==> src/rtl/key_player.sv <==
// Keypad stimulus generator: replays a latched 32-bit combination as timed
// one-hot key presses, optionally preceded by the arming key 16.
module key_player #(
    parameter int HOLD_CYC = 4,
    parameter int GAP_CYC  = 4
) (
    input  logic        clk,
    input  logic        rst,
    input  logic        start,
    input  logic        abort,
    input  logic        lead_en,
    input  logic [31:0] seq,
    output logic [19:0] pb_out,
    output logic        busy,
    output logic        done,
    output logic [3:0]  key_idx
);

    localparam int MAXC = (HOLD_CYC > GAP_CYC) ? HOLD_CYC : GAP_CYC;
    localparam int CW   = $clog2(MAXC + 1);

    localparam logic [CW-1:0] HOLD_LD = CW'(HOLD_CYC - 1);
    localparam logic [CW-1:0] GAP_LD  = CW'(GAP_CYC - 1);

    localparam logic [1:0] S_IDLE    = 2'd0;
    localparam logic [1:0] S_PRESS   = 2'd1;
    localparam logic [1:0] S_RELEASE = 2'd2;
    localparam logic [1:0] S_FINISH  = 2'd3;

    logic [1:0]    r_state;
    logic [CW-1:0] r_cnt;
    logic [3:0]    r_key_idx;
    logic [31:0]   r_seq;
    logic          r_lead;
    logic [19:0]   r_pb;
    logic          r_busy;
    logic          r_done;

    logic          w_idle;
    logic          w_lead;
    logic [31:0]   w_seq;
    logic [3:0]    w_nidx;
    logic [2:0]    w_dpos;
    logic [3:0]    w_nib;
    logic [19:0]   w_key_oh;
    logic          w_last;
    logic          w_cnt_zero;

    // Key to drive on the next PRESS entry: from the live inputs when
    // starting, otherwise from the latched copy at the following index.
    always_comb begin
        w_idle   = (r_state == S_IDLE);
        w_lead   = w_idle ? lead_en : r_lead;
        w_seq    = w_idle ? seq : r_seq;
        w_nidx   = w_idle ? 4'd0 : r_key_idx + 4'd1;
        w_dpos   = w_lead ? 3'(w_nidx - 4'd1) : 3'(w_nidx);
        w_nib    = 4'(w_seq >> (5'd28 - {w_dpos, 2'b00}));
        w_key_oh = 20'd0;
        if (w_lead && (w_nidx == 4'd0)) begin
            w_key_oh = 20'h1_0000;
        end else begin
            w_key_oh = 20'd1 << w_nib;
        end
        w_last     = (r_key_idx == (r_lead ? 4'd8 : 4'd7));
        w_cnt_zero = (r_cnt == '0);
    end

    always_ff @(posedge clk or negedge rst) begin
        if (!rst) begin
            r_state   <= S_IDLE;
            r_cnt     <= '0;
            r_key_idx <= 4'd0;
            r_seq     <= 32'd0;
            r_lead    <= 1'b0;
            r_pb      <= 20'd0;
            r_busy    <= 1'b0;
            r_done    <= 1'b0;
        end else begin
            r_done <= 1'b0;
            case (r_state)
                S_IDLE: begin
                    if (start && !abort) begin
                        r_state   <= S_PRESS;
                        r_seq     <= seq;
                        r_lead    <= lead_en;
                        r_key_idx <= 4'd0;
                        r_cnt     <= HOLD_LD;
                        r_pb      <= w_key_oh;
                        r_busy    <= 1'b1;
                    end
                end
                S_PRESS: begin
                    if (abort) begin
                        r_state   <= S_IDLE;
                        r_pb      <= 20'd0;
                        r_busy    <= 1'b0;
                        r_key_idx <= 4'd0;
                    end else if (w_cnt_zero) begin
                        r_state <= S_RELEASE;
                        r_cnt   <= GAP_LD;
                        r_pb    <= 20'd0;
                    end else begin
                        r_cnt <= r_cnt - 1'b1;
                    end
                end
                S_RELEASE: begin
                    if (abort) begin
                        r_state   <= S_IDLE;
                        r_pb      <= 20'd0;
                        r_busy    <= 1'b0;
                        r_key_idx <= 4'd0;
                    end else if (w_cnt_zero) begin
                        if (w_last) begin
                            r_state <= S_FINISH;
                            r_busy  <= 1'b0;
                            r_done  <= 1'b1;
                        end else begin
                            r_state   <= S_PRESS;
                            r_key_idx <= w_nidx;
                            r_cnt     <= HOLD_LD;
                            r_pb      <= w_key_oh;
                        end
                    end else begin
                        r_cnt <= r_cnt - 1'b1;
                    end
                end
                default: begin
                    r_state   <= S_IDLE;
                    r_key_idx <= 4'd0;
                end
            endcase
        end
    end

    assign pb_out  = r_pb;
    assign busy    = r_busy;
    assign done    = r_done;
    assign key_idx = r_key_idx;

endmodule

==> config.mk <==
export PLATFORM = sky130hd
export DESIGN_NAME = key_player
export DESIGN_NICKNAME = d
export VERILOG_FILES = /design/src/rtl/key_player.sv
export SDC_FILE = /design/constraint.sdc
export NUM_CORES = 1
export LEC_CHECK = 0
export CAP_MARGIN = 20
export CORE_MARGIN = 3
export CORE_UTILIZATION = 50
export CTS_BUF_LIST = sky130_fd_sc_hd__clkbuf_4 sky130_fd_sc_hd__clkbuf_8
export CTS_CLUSTER_DIAMETER = 150
export CTS_CLUSTER_SIZE = 40
export DETAILED_ROUTE_END_ITERATION = 6
export MAX_ROUTING_LAYER = met4
export PLACE_DENSITY = 0.78
export SLEW_MARGIN = 20
export SYNTH_ARGS = -nofsm -noshare
export SYNTH_HDL_FRONTEND = slang
export SYNTH_SLANG_ARGS = --single-unit
==> constraint.sdc <==
create_clock -name clk -period 3.12 [get_ports clk]
set_clock_uncertainty 0.15 [all_clocks]
set_input_delay 0.624 -clock clk [delete_from_list [all_inputs] [get_ports clk]]
set_output_delay 0.624 -clock clk [all_outputs]
set_load 0.01 [all_outputs]
==> results.tsv, run 1 <==
stage	metric	value	unit
status	run status	completed	
synthesis	post-synthesis mux area share	27.6	%
worst_setup_path	CP arrival	3070	ps
sta	fin crit share	95.6	%
sta	setup violators final	0	
synthesis	async set or reset register ratio after synthesis	100	%
sta	hold_ws	272	ps
worst_setup_path	type of origin of the critical path	flip-flop	
floorplanning	Rows	31	
drt	1st-pass router iterations	4	
worst_setup_path	FF-to-FF End	pb_out[12]	
placed_design	placer congestion estimate	0.852	
global_route	grt total ovfl	0	
hold_path	HP Class	input port to async pin	
worst_setup_path	Crit. End Element	flip-flop	
drt	initial drt markers	93	
floorplanning	die area	8840	um2
floorplanning	CORE AREA	7370	um2
sta	min cycle time layout	2980	ps
sta	fmax	335	MHz
cells_and_area	final cell count without fillers	512	
cells_and_area	Ant. Diodes	0	
sta	worst slew pin tran	765	ps
cts	later-pin clock latency in the skew report	340	ps
synthesis	Yosys cell types	64	
sta	Final Hold Vio Count	0	
cts	CTS Root Cell	clkbuf_8	
cts	Sink Count	61	
cts	post_cts resized	0	
cells_and_area	commonest non-fill, non-tap cell in the layout	dfrtp_1	
cells_and_area	layout net count	454	
cells_and_area	layout filler cell count	565	
cts	cts bufs inserted	9	
drt	ANT nets after route	0	
drt	vias	2985	
drt	Routed WL per cell	16.8	um
placed_design	worst slack, placed	-201	ps
placed_design	# port buffers	59	
worst_setup_path	Reg-to-Reg Start	r_state[0]	
synthesis	largest family of logic cells by synthesized area	multiplexers	
synthesis	top post-synthesis cells by area	dfrtp_1 (39%), mux2_2 (11%), mux4_1 (6.8%)	
power	maximum vdd drop	475	uV
synthesis	Post-synth EDFFs	0	
drt	Residual DRC	0	
cells_and_area	layout cell share with drive strength beyond 1	29.3	%
power	Lkg Pwr	2.03	nW
worst_setup_path	Critical Path RT	3210	ps
global_route	largest net degree at the start of global routing	62	
synthesis	Yosys Warn Count	0	
cts	Setup Fix Bufs, Post-CTS	0	
synthesis	post-synthesis cell area	3870	um2
global_route	vias in the first global route	3087	
flow_run	max-cap viol count	0	
placed_design	dpl cells	496	
floorplanning	Initial Util	52.6	%
worst_setup_path	kind of critical path	flip-flop to flip-flop	
cells_and_area	most frequent cells in the layout	dfrtp_1 (61), clkdlybuf4s50_1 (58), mux2_2 (39)	
synthesis	post-synth top area share	39.4	%
power	Pwr per Cell Area	999	nW/um2
drt	number of vias per cell	5.83	
cts	CTS Buffer Depth	2	
synthesis	area leader, netlist	dfrtp_1	
global_route	initial antenna violation count	0	
global_route	Total GRT Usage	21.4	%
cts	clock-pin slew of the registers on the worst-case setup and hold paths	70	ps
synthesis	Seq/Total Area, Yosys	39.4	%
cells_and_area	P&R area growth vs syn	27.8	%
drt	final wirelength	8620	um
floorplanning	num ports	63	
synthesis	top_reg_cell synth	dfrtp_1	
synthesis	post-synthesis compound-gate area fraction	12.9	%
synthesis	flops & latches, synth	61	
global_route	first-pass GRT wire length	14600	um
cts	hold buffers post-CTS	0	
synthesis	Synth Area in Simple Gates	11.3	%
synthesis	Gate Count Post-Synth	330	
cells_and_area	Reg area	1530	um2
cts	CTS tree	done	
cts	CTS H-tree lvls	3	
synthesis	Post-Synth Adder-Cell Area	2.91	%
sta	setup ws final	137	ps
worst_setup_path	reg2reg path depth	10	
worst_setup_path	crit path max fanout	9	
worst_setup_path	reg-to-reg setup timing slack	140	ps
cells_and_area	area taken by multi-input logic gates	2240	um2
placed_design	HPWL Detailed	6390	um
synthesis	syn avg cell area	11.7	um2
synthesis	Post-Synth XOR/XNOR Area	1.58	%
sta	Pins Over Slew Limit	0	
floorplanning	die width	94.0	um
floorplanning	Die Y	94.0	um
sta	Rel. slew slack	49.0	%
-- cell usage after synthesis (2+ instances only) --
library cell,instances
mux2_4,2
o22ai_1,4
nand2b_1,5
mux4_2,8
nor2_1,14
mux2i_2,2
o21ai_1,3
nand3_1,4
clkbuf_1,10
buf_6,2
a31oi_1,3
mux2i_1,3
nand2_1,34
o21ai_0,7
nor4_1,3
mux4_1,10
o31ai_1,19
mux2_2,39
a211oi_1,2
a21oi_1,11
buf_4,6
nor2b_1,2
a311o_1,2
nor3_1,10
buf_2,6
or2_2,3
ha_1,9
mux2i_4,4
o221ai_1,3
inv_1,6
dfrtp_1,61
-- worst max-delay path: stages (launching register included) --
cell	delay [ps]
dfrtp_1	390
inv_1	100
ha_1	230
buf_4	180
o21ai_4	320
buf_4	180
mux4_2	520
mux2i_4	190
and4b_1	230
a31oi_1	80
o31ai_1	290
-- stage by stage --
step | area (um2) | util (%) | power (mW) | TNS (ps)
final | 4950 | 67.2 | 4.95 | 0
after floorplan | 3910 | - | 3.34 | 0
after global routing | 4950 | 67.2 | 5.28 | -1.46
after CTS | 4930 | 66.9 | 4.93 | 0
after global placement | 4730 | 64.1 | 4.10 | -323
after detailed placement | 4730 | 64.1 | 4.21 | -1510
-- metal layers --
metal	GRT usage (%)	vias to the layer above	wire length, um
met2	34.7	97	4260
met1	27.4	1461	3770
li1	-	1412	-
met4	7.70	0	134
met3	3.45	15	460
met5	-	-	0
-- worst max path at each step --
stage	startpoint	endpoint	slack (ps)	depth (start not counted)
6_report	r_state[0]	pb_out[12]	140	10
5_1_grt	r_state[0]	pb_out[12]	-1	11
4_1_cts	r_state[0]	pb_out[12]	60	9
3_5_place_dp	lead_en	pb_out[12]	-200	10
3_3_place_gp	lead_en	pb_out[12]	-60	10
2_1_floorplan	r_state[0]	pb_out[12]	20	13
-- report_power, final --
| group | switching (mW) | internal (mW) |
|---|---|---|
| logic | 1.41 | 1.51 |
| registers | 0.209 | 1.11 |
| clock network | 0.301 | 0.406 |
| total | 1.92 | 3.03 |
-- final cells by class --
| type | count | share of cell area [%] |
|---|---|---|
| repair buffers | 89 | 16.9 |
| clock inverters | 4 | 0.960 |
| flip-flops and latches | 61 | 30.8 |
| multi-input cells | 240 | 45.2 |
| inverters | 7 | 0.530 |
| clock buffers | 12 | 3.08 |
| well taps | 99 | 2.50 |
-- kinds of logic after synthesis --
kind of cell / Yosys count
multiplexers: 69
AND/OR/NAND/NOR: 86
buffers and inverters: 31
AO/OA/AOI/OAI: 69
XOR/XNOR: 4
other: 1
adder cells (fa/ha/maj): 9
flip-flops: 61
-- flip-flops by register name (all words and copies together), names as in the netlist --
name,flops
done,1
key_idx,4
r_cnt,3
pb_out,17
r_seq,32
r_state,2
r_lead,1
busy,1
No activity file was read; power rests on OpenSTA's default activity.
==> run 2: changes to the inputs <==
--- a/config.mk
+++ b/config.mk
@@ -6,6 +6,7 @@
 export NUM_CORES = 1
 export LEC_CHECK = 0
 export CAP_MARGIN = 20
+export CORE_ASPECT_RATIO = 1.1
 export CORE_MARGIN = 3
 export CORE_UTILIZATION = 50
 export CTS_BUF_LIST = sky130_fd_sc_hd__clkbuf_4 sky130_fd_sc_hd__clkbuf_8
==> results.tsv, run 2 (synthesis gave the netlist of run 1 again) <==
stage	metric	value	unit
status	run status	completed	
worst_setup_path	CP arrival	3020	ps
global_route	first-pass GRT wire length	14300	um
power	Logic pwr share	57.9	%
cts	later-pin clock latency in the skew report	350	ps
floorplanning	die area	8840	um2
drt	Routed WL per cell	16.8	um
cells_and_area	layout net count	448	
worst_setup_path	kind of critical path	flip-flop to flip-flop	
sta	hold_ws	164	ps
cells_and_area	largest register by flop count	r_seq	
placed_design	HPWL Detailed	6140	um
sta	fin crit share	93.8	%
drt	initial drt markers	115	
floorplanning	Initial Util	51.8	%
drt	vias	2940	
placed_design	dpl cells	494	
cts	hold buffers post-CTS	0	
cells_and_area	commonest non-fill, non-tap cell in the layout	dfrtp_1	
power	Lkg Pwr	2.02	nW
sta	Rel. slew slack	54.8	%
global_route	Total GRT Usage	20.6	%
worst_setup_path	dominant cell type by count on the critical path	ha_4	
drt	Residual DRC	0	
sta	worst slew pin tran	678	ps
cells_and_area	P&R area growth vs syn	28.4	%
power	Flop pwr share	26.4	%
worst_setup_path	type of origin of the critical path	flip-flop	
floorplanning	die width	89.9	um
cells_and_area	most frequent cells in the layout	dfrtp_1 (60), clkdlybuf4s50_1 (58), mux2_2 (39)	
placed_design	placer congestion estimate	0.835	
sta	Final Hold Vio Count	0	
worst_setup_path	slowest stage cell, crit path	dfrtp_1	
cells_and_area	Ant. Diodes	0	
cells_and_area	layout cell share with drive strength beyond 1	29.7	%
worst_setup_path	crit path cell chain	inv_2 > ha_4 > or2_4 > ha_4 > mux2i_1 > buf_4 > mux4_2 > mux2i_4 > and4b_1 > a31oi_1 > o31ai_1	
power	maximum vdd drop	557	uV
global_route	vias in the first global route	2927	
hold_path	HP Class	input port to async pin	
drt	number of vias per cell	5.74	
sta	min cycle time layout	2930	ps
worst_setup_path	max incr delay on CP	420	ps
drt	1st-pass router iterations	4	
cts	Sink Count	61	
cts	cts bufs inserted	9	
power	cell internal pwr	3.08	mW
cts	clock-pin slew of the registers on the worst-case setup and hold paths	70	ps
power	Pwr per Cell Area	1010	nW/um2
sta	setup violators final	0	
placed_design	# port buffers	59	
flow_run	max-cap viol count	0	
sta	unrepaired setup endpoints after global routing	no	
drt	final wirelength	8590	um
cts	CTS Root Cell	clkbuf_8	
drt	ANT nets after route	0	
worst_setup_path	Crit. End Element	flip-flop	
floorplanning	Rows	33	
cells_and_area	Largest register FFs	32	
cts	CTS H-tree lvls	3	
cells_and_area	final cell count without fillers	512	
cts	CTS tree	done	
global_route	largest net degree at the start of global routing	36	
floorplanning	num ports	63	
sta	fmax	342	MHz
cts	CTS Buffer Depth	2	
worst_setup_path	Critical Path RT	3220	ps
global_route	initial antenna violation count	0	
power	clock group share of total power	15.7	%
power	switching power	1.95	mW
floorplanning	CORE AREA	7470	um2
power	PnR Total Power	5.03	mW
worst_setup_path	crit path max fanout	7	
floorplanning	Die Y	98.3	um
sta	Pins Over Slew Limit	0	
power	Net Sw Frac	38.8	%
global_route	grt total ovfl	0	
[run 2: cell count changes in the layout (fill, tap and decap cells not counted), sizes merged]
cell      change
buf           -6
bufinv        +1
clkinv        +2
clkbuf        -2
clkinvlp      -1
[run 2: through the flow]
step,setup WS (ps),setup TNS [ps],cell area [um2],utilization [%]
2_1_floorplan,18.3,0,3910,-
3_3_place_gp,-25.3,-60.2,4700,62.9
3_5_place_dp,-133,-1110,4700,62.9
4_1_cts,3.26,0,4920,65.8
5_1_grt,1.78,0,4980,66.6
6_report,193,0,4980,66.6
[run 2: final cells by class]
type	instances	area, um2
inverters	7	26.3
well taps	105	131
fillers	585	2500
flip-flops and latches	61	1530
clock buffers	10	131
multi-input cells	240	2260
repair buffers	83	816
clock inverters	6	87.6
[run 2: repair_timing]
action / 4_1_cts / 5_1_grt
setup buffers: 0 / 2
endpoints found under the setup margin: 0 / 16
gates resized for setup: 0 / 9
[run 2: final timing paths]
path / endpoint / startpoint / depth (start not counted) / slack, ps
setup reg to reg: pb_out[12] / r_state[1] / 11 / 190
max in group asynchronous: key_idx[0] / rst / 2 / 2050
min in group clk: busy / busy / 2 / 330
hold reg to reg: busy / busy / 2 / 330
hold / removal: r_seq[8] / rst / 1 / 160
setup / recovery: pb_out[12] / r_state[1] / 11 / 190
[run 2: worst max-delay path, delay by kind of cell, from the launching register on]
family / cells / cell delay (ps)
mux: 3 / 680
simple gates: 2 / 490
fa+ha+maj: 2 / 440
flops: 1 / 420
compound gates: 2 / 360
buf+inv: 2 / 280
[run 2: power groups by stage]
| stage | Clock, mW | Sequential (mW) | Combinational [mW] |
|---|---|---|---|
| after CTS | 0.802 | 1.32 | 2.84 |
| after global placement | 0 | 1.31 | 2.75 |
| after floorplan | 0 | 1.30 | 2.04 |
| final | 0.790 | 1.33 | 2.92 |
| after detailed placement | 0 | 1.34 | 2.82 |
| after global routing | 0.835 | 1.37 | 3.15 |
[run 2: metal layers]
metal / GRT usage (%) / part of all wire (%)
met5: - / 0
met4: 7.66 / 0.94
met3: 2.93 / 4.5
met2: 32.3 / 50
met1: 27.6 / 45
